===== src/rtl/issue_ctrl_if.sv =====
// Decoder / issue-slot / writeback bundle for issue_ctrl.
// master: decoder + execute + writeback side (drives dec_*, iss_ready, wb_*, mem_done, flush)
// slave : issue_ctrl (drives dec_ready, iss_*, hazard, inflight)
interface issue_ctrl_if #(
    parameter int unsigned PAYLOAD_W    = 54,
    parameter int unsigned MAX_INFLIGHT = 4
);
    localparam int unsigned CNT_W = $clog2(MAX_INFLIGHT + 1);

    logic                 dec_valid;
    logic                 dec_ready;
    logic [4:0]           dec_rd;
    logic [4:0]           dec_rs1;
    logic [4:0]           dec_rs2;
    logic                 dec_regwrite;
    logic                 dec_mem;
    logic [PAYLOAD_W-1:0] dec_payload;
    logic                 flush;
    logic                 iss_valid;
    logic                 iss_ready;
    logic [4:0]           iss_rd;
    logic [4:0]           iss_rs1;
    logic [4:0]           iss_rs2;
    logic [PAYLOAD_W-1:0] iss_payload;
    logic                 wb_valid;
    logic [4:0]           wb_rd;
    logic                 mem_done;
    logic                 hazard;
    logic [CNT_W-1:0]     inflight;

    modport master (
        output dec_valid, dec_rd, dec_rs1, dec_rs2, dec_regwrite, dec_mem, dec_payload,
        output flush, iss_ready, wb_valid, wb_rd, mem_done,
        input  dec_ready, iss_valid, iss_rd, iss_rs1, iss_rs2, iss_payload, hazard, inflight
    );

    modport slave (
        input  dec_valid, dec_rd, dec_rs1, dec_rs2, dec_regwrite, dec_mem, dec_payload,
        input  flush, iss_ready, wb_valid, wb_rd, mem_done,
        output dec_ready, iss_valid, iss_rd, iss_rs1, iss_rs2, iss_payload, hazard, inflight
    );
endinterface


===== src/rtl/issue_ctrl.sv =====
// Single-issue in-order issue controller: registered issue slot, 32-entry
// pending-write scoreboard, in-flight regwrite counter and one-deep memory-op lock.
// Ports: clk, rst (sync active-high), bus (issue_ctrl_if.slave).
// Optional: define ISSUE_WB_BYPASS_EN to let a same-cycle writeback unblock
// the hazard and in-flight-full checks (needs write-before-read regfile).
module issue_ctrl #(
    parameter int unsigned PAYLOAD_W    = 54,
    parameter int unsigned MAX_INFLIGHT = 4
) (
    input  logic         clk,
    input  logic         rst,
    issue_ctrl_if.slave  bus
);
    localparam int unsigned CNT_W = $clog2(MAX_INFLIGHT + 1);

    logic                 iss_valid_q;
    logic [4:0]           iss_rd_q;
    logic [4:0]           iss_rs1_q;
    logic [4:0]           iss_rs2_q;
    logic [PAYLOAD_W-1:0] iss_payload_q;
    logic [31:0]          busy_q;
    logic [CNT_W-1:0]     inflight_q;
    logic                 mem_busy_q;

    logic [31:0]          wb_mask;
    logic                 wb_dec;
    logic [31:0]          busy_eff;
    logic [CNT_W-1:0]     inflight_eff;
    logic                 hazard;
    logic                 dec_ready;
    logic                 issue;
    logic [31:0]          busy_nxt;
    logic [CNT_W-1:0]     inflight_nxt;
    logic                 mem_busy_nxt;

    // Hazard / ready evaluation, optionally looking through this cycle's writeback
    always_comb begin
        wb_mask = bus.wb_valid ? (32'(1) << bus.wb_rd) : 32'd0;
        wb_dec  = bus.wb_valid && (inflight_q != '0);
`ifdef ISSUE_WB_BYPASS_EN
        busy_eff     = busy_q & ~wb_mask;
        inflight_eff = inflight_q - CNT_W'(wb_dec);
`else
        busy_eff     = busy_q;
        inflight_eff = inflight_q;
`endif
        hazard = bus.dec_valid & (busy_eff[bus.dec_rs1] | busy_eff[bus.dec_rs2]
                                  | (bus.dec_regwrite & busy_eff[bus.dec_rd]));
        dec_ready = (!iss_valid_q || bus.iss_ready) && !hazard && !bus.flush
                    && !(bus.dec_regwrite && (inflight_eff == CNT_W'(MAX_INFLIGHT)))
                    && !(bus.dec_mem && mem_busy_q);
        issue = bus.dec_valid && dec_ready;
    end

    // Scoreboard / counter / memory-lock next state; a same-cycle set beats a clear
    always_comb begin
        busy_nxt = busy_q & ~wb_mask;
        if (issue && bus.dec_regwrite && (bus.dec_rd != 5'd0)) begin
            busy_nxt[bus.dec_rd] = 1'b1;
        end
        busy_nxt[0] = 1'b0;

        inflight_nxt = inflight_q + CNT_W'(issue && bus.dec_regwrite) - CNT_W'(wb_dec);

        mem_busy_nxt = mem_busy_q && !bus.mem_done;
        if (issue && bus.dec_mem) begin
            mem_busy_nxt = 1'b1;
        end
    end

    // Issue slot and tracking state; flush kills the slot even when execute is ready
    always_ff @(posedge clk) begin
        if (rst) begin
            iss_valid_q   <= 1'b0;
            iss_rd_q      <= 5'd0;
            iss_rs1_q     <= 5'd0;
            iss_rs2_q     <= 5'd0;
            iss_payload_q <= '0;
            busy_q        <= 32'd0;
            inflight_q    <= '0;
            mem_busy_q    <= 1'b0;
        end else begin
            if (bus.flush) begin
                iss_valid_q <= 1'b0;
            end else if (issue) begin
                iss_valid_q   <= 1'b1;
                iss_rd_q      <= bus.dec_rd;
                iss_rs1_q     <= bus.dec_rs1;
                iss_rs2_q     <= bus.dec_rs2;
                iss_payload_q <= bus.dec_payload;
            end else if (bus.iss_ready) begin
                iss_valid_q <= 1'b0;
            end
            busy_q     <= busy_nxt;
            inflight_q <= inflight_nxt;
            mem_busy_q <= mem_busy_nxt;
        end
    end

    assign bus.dec_ready   = dec_ready;
    assign bus.hazard      = hazard;
    assign bus.iss_valid   = iss_valid_q;
    assign bus.iss_rd      = iss_rd_q;
    assign bus.iss_rs1     = iss_rs1_q;
    assign bus.iss_rs2     = iss_rs2_q;
    assign bus.iss_payload = iss_payload_q;
    assign bus.inflight    = inflight_q;
endmodule

===== src/flat_wrapper.sv =====
// flat-port wrapper written by rule: the top's interface ports become plain ports
module issue_ctrl_flat 
#(
    parameter int unsigned PAYLOAD_W    = 54,
    parameter int unsigned MAX_INFLIGHT = 4
)
  (clk, rst, bus_dec_valid, bus_dec_rd, bus_dec_rs1, bus_dec_rs2, bus_dec_regwrite, bus_dec_mem, bus_dec_payload, bus_flush, bus_iss_ready, bus_wb_valid, bus_wb_rd, bus_mem_done, bus_dec_ready, bus_iss_valid, bus_iss_rd, bus_iss_rs1, bus_iss_rs2, bus_iss_payload, bus_hazard, bus_inflight);
  issue_ctrl_if #(.PAYLOAD_W(PAYLOAD_W), .MAX_INFLIGHT(MAX_INFLIGHT)) bus_i ();
  input  logic clk;
  input  logic rst;
  input wire logic [$bits(bus_i.dec_valid)-1:0] bus_dec_valid;
  input wire logic [$bits(bus_i.dec_rd)-1:0] bus_dec_rd;
  input wire logic [$bits(bus_i.dec_rs1)-1:0] bus_dec_rs1;
  input wire logic [$bits(bus_i.dec_rs2)-1:0] bus_dec_rs2;
  input wire logic [$bits(bus_i.dec_regwrite)-1:0] bus_dec_regwrite;
  input wire logic [$bits(bus_i.dec_mem)-1:0] bus_dec_mem;
  input wire logic [$bits(bus_i.dec_payload)-1:0] bus_dec_payload;
  input wire logic [$bits(bus_i.flush)-1:0] bus_flush;
  input wire logic [$bits(bus_i.iss_ready)-1:0] bus_iss_ready;
  input wire logic [$bits(bus_i.wb_valid)-1:0] bus_wb_valid;
  input wire logic [$bits(bus_i.wb_rd)-1:0] bus_wb_rd;
  input wire logic [$bits(bus_i.mem_done)-1:0] bus_mem_done;
  output wire logic [$bits(bus_i.dec_ready)-1:0] bus_dec_ready;
  output wire logic [$bits(bus_i.iss_valid)-1:0] bus_iss_valid;
  output wire logic [$bits(bus_i.iss_rd)-1:0] bus_iss_rd;
  output wire logic [$bits(bus_i.iss_rs1)-1:0] bus_iss_rs1;
  output wire logic [$bits(bus_i.iss_rs2)-1:0] bus_iss_rs2;
  output wire logic [$bits(bus_i.iss_payload)-1:0] bus_iss_payload;
  output wire logic [$bits(bus_i.hazard)-1:0] bus_hazard;
  output wire logic [$bits(bus_i.inflight)-1:0] bus_inflight;
  assign bus_i.dec_valid = bus_dec_valid;
  assign bus_i.dec_rd = bus_dec_rd;
  assign bus_i.dec_rs1 = bus_dec_rs1;
  assign bus_i.dec_rs2 = bus_dec_rs2;
  assign bus_i.dec_regwrite = bus_dec_regwrite;
  assign bus_i.dec_mem = bus_dec_mem;
  assign bus_i.dec_payload = bus_dec_payload;
  assign bus_i.flush = bus_flush;
  assign bus_i.iss_ready = bus_iss_ready;
  assign bus_i.wb_valid = bus_wb_valid;
  assign bus_i.wb_rd = bus_wb_rd;
  assign bus_i.mem_done = bus_mem_done;
  assign bus_dec_ready = bus_i.dec_ready;
  assign bus_iss_valid = bus_i.iss_valid;
  assign bus_iss_rd = bus_i.iss_rd;
  assign bus_iss_rs1 = bus_i.iss_rs1;
  assign bus_iss_rs2 = bus_i.iss_rs2;
  assign bus_iss_payload = bus_i.iss_payload;
  assign bus_hazard = bus_i.hazard;
  assign bus_inflight = bus_i.inflight;
  issue_ctrl #(.PAYLOAD_W(PAYLOAD_W), .MAX_INFLIGHT(MAX_INFLIGHT)) u_core (.clk(clk), .rst(rst), .bus(bus_i));
endmodule

===== config.mk =====
export PLATFORM = sky130hd
export DESIGN_NAME = issue_ctrl_flat
export DESIGN_NICKNAME = d
export VERILOG_FILES = /design/src/rtl/issue_ctrl_if.sv /design/src/rtl/issue_ctrl.sv /design/src/flat_wrapper.sv
export SDC_FILE = /design/constraint.sdc
export NUM_CORES = 1
export LEC_CHECK = 0
export BUFFER_PORTS_ARGS = -buffer_cell sky130_fd_sc_hd__buf_2
export CAP_MARGIN = 20
export CORE_UTILIZATION = 53
export DETAILED_ROUTE_END_ITERATION = 10
export PLACE_DENSITY = 0.84
export SLEW_MARGIN = 20
export SYNTH_ARGS = -nofsm -noshare
export SYNTH_HDL_FRONTEND = slang
export SYNTH_SLANG_ARGS = --single-unit

===== constraint.sdc =====
create_clock -name clk -period 4.8 [get_ports clk]
set_input_delay 0.96 -clock clk [delete_from_list [all_inputs] [get_ports clk]]
set_output_delay 0.96 -clock clk [all_outputs]
set_load 0.03 [all_outputs]

### Word-level counts from Yosys, hierarchy flattened

Index checks and enable logic that the tools add are counted.

| word-level totals | value |
|---|---|
| register bits after elaboration | 106 |
| latch bits | 0 |
| bits in writable memories | 0 |
| bits in read-only memories | 0 |
| input bits | 83 |
| output and inout bits | 75 |
| logic and storage cells | 63 |
| memories | 0 |

| operators by class | value |
|---|---|
| add/subtract/negate cells | 2 |
| $mul | 0 |
| div/mod/pow operators | 0 |
| $lt $le $gt $ge | 4 |
| equality and inequality tests | 1 |
| shift-type cells | 1 |
| mux-type cells | 13 |
| bitwise operators | 8 |
| reductions and logical operators | 25 |

Operators by type and width:

| operator | number |
|---|---|
| $mux 32 | 2 |
| $and 32x32->32 | 1 |
| $not 32->32 | 1 |
| $or 32x32->32 | 1 |
| $shl 1x5->32 const A | 1 |
| $lt 5x6->1 const B | 3 |
| $bmux 1 s5 | 3 |
| $logic_and 1x1->1 | 13 |
| $mux 1 | 7 |
| $logic_not 1->1 | 6 |
| $demux 1 s5 | 1 |
| $ge 5x1->1 const B | 1 |
| $reduce_bool 5->1 | 1 |
| $add 3x1->3 | 1 |
| $eq 3x3->1 const B | 1 |
| $reduce_bool 3->1 | 1 |
| $sub 3x1->3 | 1 |
| $and 1x1->1 | 2 |
| $or 1x1->1 | 2 |
| $reduce_and 2->1 | 1 |
| $reduce_bool 2->1 | 1 |
| $reduce_or 2->1 | 1 |
| $logic_or 1x1->1 | 1 |
| $not 1->1 | 1 |

### Longest topological paths before layout

| logic depth | value |
|---|---|
| word-level depth | 14 |
| depth in mapped cells | 15 |
| mapped depth without buffers | 11 |

### Least setup slack after synthesis

OpenSTA, ideal clock, no wires.

| timing | value |
|---|---|
| path kind | input to output |
| from | input port bus_dec_rd[1] |
| to | output port bus_dec_ready |
| data arrival time | 3.480 ns |
| data required time | 3.840 ns |
| slack | 0.360 ns |
| stages on the path | 10 |
| buffers on the path | 4 |
| cells stage by stage | buf_2 buf_2 mux4_2 nand4_1 nand2_1 nor3_1 buf_2 buf_2 nand3_1 a21boi_0 |

| on the way | value |
|---|---|
| word-level cells in the longest chain between the ends | 10 |

Ends and longest elaborated chain:

| item | RTL line | source |
|---|---|---|
| from (decl) | flat_wrapper.sv:12 | `input wire logic [$bits(bus_i.dec_rd)-1:0] bus_dec_rd;` |
| $bmux 1 s5 | issue_ctrl.sv:48 | `\| (bus.dec_regwrite & busy_eff[bus.dec_rd]));` |
| $mux 1 (not written as such) | issue_ctrl.sv:48 |  |
| $and 1x1->1 | issue_ctrl.sv:48 |  |
| $or 1x1->1 | issue_ctrl.sv:48 |  |
| $and 1x1->1 | issue_ctrl.sv:47 | `hazard = bus.dec_valid & (busy_eff[bus.dec_rs1] \| busy_eff[bus.dec_rs2]` |
| $logic_not 1->1 | issue_ctrl.sv:49 | `dec_ready = (!iss_valid_q \|\| bus.iss_ready) && !hazard && !bus.flush` |
| $logic_and 1x1->1 (2 in series) | issue_ctrl.sv:49 |  |
| $logic_and 1x1->1 | issue_ctrl.sv:50 | `&& !(bus.dec_regwrite && (inflight_eff == CNT_W'(MAX_INFLIGHT)))` |
| $logic_and 1x1->1 | issue_ctrl.sv:51 | `&& !(bus.dec_mem && mem_busy_q);` |
| to (decl) | flat_wrapper.sv:23 | `output wire logic [$bits(bus_i.dec_ready)-1:0] bus_dec_ready;` |

No other way between the ends. The select of a mux whose other input is x is not followed.

### Worst setup path in the final report

Ends and elaborated chain as after synthesis.

==> impl_metrics.yaml <==
floorplanning:
  rows: 37
  die_w_um: 106
  start_util: 0.549
  design.portCount: 158
  die_area_sq_um: 11200
  floorplan.die.height_um: 106
  coreArea_sq_um: 10400
sta:
  slew_violations: 0
  slew-limit-headroom: 0.441
  worstMarginPinSlew_ns: 0.838
  period_minus_slack_ns: 3.88
  timing.final.ws_setup_ns: 0.915
  setup_repair_after_global_routing_missed_its_margin: "no"
  timing.final.crit_share: 0.809
  worst_hold_slack_ns: 0.474
  maxClockFrequency_ghz: 0.257
  fin_skew_ns: 0.00856
  setup_tns_ns: 0
  final-setup-viol-count: 0
  finalHoldViolations: 0
cts:
  cts_repair_resize_count: 0
  cts_inserted_buffers: 9
  h_tree_depth_reported_by_cts: 3
  cts_root_buf: "sky130_fd_sc_hd__clkbuf_8"
  post_cts_hold_buffer_count: 0
  numClockSinks: 105
  clkSlewWorstSetupHoldPaths_ns: 0.10
  post-cts-setup-buffers: 0
  clockBufferDepth: 2
  insertion_delay_of_the_later_clocked_pin_in_the_worst_skew_pair_ns: 0.38
  tritoncts: "built"
route:
  post-route-drc-count: 0
  routedWlPerCell_um: 19.4
  post_drt_antenna_nets: 0
  avgViaCountPerCell: 6.41
  route.vias.total: 5504
  routed_wirelength_um: 16700
  drt_pre_antenna_iters: 5
  detailed_route_iter0_violations: 622
power_and_ir_drop:
  netSwitchingFraction: 0.324
  cellInternalPower_mw: 1.37
  net-switching-power_mw: 0.657
  power.sequential.fraction: 0.468
  power_density_nw_per_um2: 306
  share_comb_of_total_power: 0.228
  design_power_total_mw: 2.03
  leakagePower_nw: 2.60
  largest_vdd_supply_drop_mv: 0.151
  clock_power_share: 0.304
setup_path:
  path_max_fanout: 17
  critical_path.max_stage_delay_ns: 0.56
  timing.critical_path.to_type: "output port"
  crit_path_start_kind: "primary input"
  critical-path-slowest-cell: "sky130_fd_sc_hd__mux4_2"
  path_cells: "buf_2 > mux4_2 > mux2i_1 > nor3_1 > nor3_4 > nand3_1 > a21boi_0 > buf_2"
  crit_start: "bus_dec_rd[1]"
  worst-endpoint-required_ns: 3.84
  startpoint_of_the_lowest_slack_register_to_register_path: "u_core.busy_eff[11]$_SDFF_PP0_"
  cp_common_cell: "sky130_fd_sc_hd__buf_2"
  worst_ep_arrival_time_ns: 2.92
  setup.worst_path.class: "primary input to output port"
cells_and_area:
  antenna-diode-count: 0
  fin_nets: 804
  most_used_cells_in_the_layout_excluding_fill_and_tap_cells: "sky130_fd_sc_hd__buf_2, sky130_fd_sc_hd__dfxtp_1, sky130_fd_sc_hd__inv_1"
  fillers: 904
  utilization: 0.638
  multiInputGateArea_sq_um: 3000
  finish.instance_area_sq_um: 6620
  fin_cells: 859
  post_route_cells_drive_above_1_share: 0.293
  reg_area_sq_um: 2100
  area_growth_syn_to_layout_pct: 16.3
  layout_commonest_cell: "sky130_fd_sc_hd__buf_2"
global_routing:
  globalRouteTotalUtil: 0.293
  grt_start_max_net_pins: 78
  vias_in_the_first_global_route: 5027
  antenna_found_initial: 0
  overflow: 0
  grt_first_pass_wirelength_um: 25900
hold_path:
  hold_path_startpoint: "u_core.bus.iss_rd[1]$_SDFFE_PP0P_"
  hold_class: "register to register"
placement:
  place_congestion: 0.988
  dp_hpwl_um: 11400
  dpl-instance-area_sq_um: 6390
  port-buffer-count: 157
  post-place-cells: 843
  dp_slack_ns: 0.952
synth:
  ys_async_sr_fraction: 0
  post_synth_inst_count: 611
  syn_area_sq_um: 5690
  netlist-cell-type-count: 56
  synth.net_count: 697
  number_of_enable_flip_flop_cells_after_synthesis: 0
  ys_ff_latch: 105
  ys.warnings.count: 0
  synth_area_per_cell_sq_um: 9.31
  most_frequently_used_flop_master_after_synthesis: "sky130_fd_sc_hd__dfxtp_1"
  synth-seq-area-share: 0.370
job:
  max_cap_viol_count: 0
run_status:
  outcome: "finished clean"
## cell usage after synthesis (all sizes together), types with 3 or more instances
| library cell | n | share of area |
|---|---|---|
| o211ai | 10 | 0.013 |
| o311ai | 6 | 0.0092 |
| clkbuf | 40 | 0.026 |
| nor3 | 9 | 0.0088 |
| nand4 | 3 | 0.0033 |
| o31ai | 26 | 0.034 |
| mux2 | 8 | 0.016 |
| nor3b | 3 | 0.0040 |
| a311oi | 69 | 0.11 |
| dfxtp | 105 | 0.37 |
| nand2 | 32 | 0.021 |
| nor2 | 8 | 0.0053 |
| nor2b | 15 | 0.016 |
| mux4 | 15 | 0.059 |
| nand3 | 26 | 0.024 |
| a31o | 68 | 0.10 |
| mux2i | 15 | 0.026 |
| nand2b | 8 | 0.0088 |
| buf | 28 | 0.030 |
| inv | 75 | 0.049 |
## layout make-up
class | instances | share of cell area
inverter | 75 | 0.0426
clock buffer | 9 | 0.0187
clock inverter | 7 | 0.0153
sequential | 105 | 0.318
multi-input combinational | 363 | 0.453
tap | 136 | 0.0257
timing repair buffer | 164 | 0.127
## registers in the layout, summed over array words and instances, names as in the netlist
| register | cells |
|---|---|
| u_core.bus.inflight | 3 |
| u_core.bus.iss_payload | 54 |
| u_core.bus.iss_rs2 | 5 |
| u_core.busy_eff | 31 |
| u_core.mem_busy_q | 1 |
| u_core.bus.iss_rd | 5 |
| u_core.bus.iss_rs1 | 5 |
| u_core.bus.iss_valid | 1 |
## routing by layer
metal | vias up | GRT usage | part of all wire
met5 | - | 0 | 0
met4 | 0 | 0.147 | 0.036
met3 | 60 | 0.0458 | 0.086
met2 | 269 | 0.477 | 0.48
met1 | 2633 | 0.378 | 0.40
li1 | 2542 | - | -
## worst paths after layout
check | end | slack (ns) | depth (start not counted)
max | bus_dec_ready | 0.92 | 8
min | u_core.bus.iss_rd[1]$_SDFFE_PP0P_ | 0.47 | 2
max reg2reg | u_core.bus.inflight[2]$_SDFF_PP0_ | 1.82 | 11
min reg2reg | u_core.bus.iss_rd[1]$_SDFFE_PP0P_ | 0.47 | 2
## critical path, delay by kind of cell
| kind | cells | cell delay [ns] |
|---|---|---|
| AOI/OAI and AO/OA | 1 | 0.19 |
| buffers and inverters | 2 | 0.54 |
| and+or+nand+nor | 3 | 0.43 |
| muxes | 2 | 0.80 |
## power by group through the flow
| stage | combinational (mW) | clock, mW | sequential (mW) |
|---|---|---|---|
| 3_5_place_dp | 0.460 | 0 | 0.968 |
| 5_1_grt | 0.497 | 0.656 | 0.955 |
| 2_1_floorplan | 0.245 | 0 | 1.05 |
| 4_1_cts | 0.462 | 0.622 | 0.949 |
| 3_3_place_gp | 0.448 | 0 | 0.965 |
| 6_report | 0.463 | 0.616 | 0.948 |
## logic make-up (layout without fill, tap and decap cells)
group,count (synthesis),count (layout),synth area share
xor+xnor,2,2,0.00308
fa+ha+maj,3,3,0.00792
buf+inv,143,255,0.106
compound gates,203,203,0.304
simple gates,117,117,0.109
flops,105,105,0.370
mux,38,38,0.102
(Power assumes the default switching activity.)
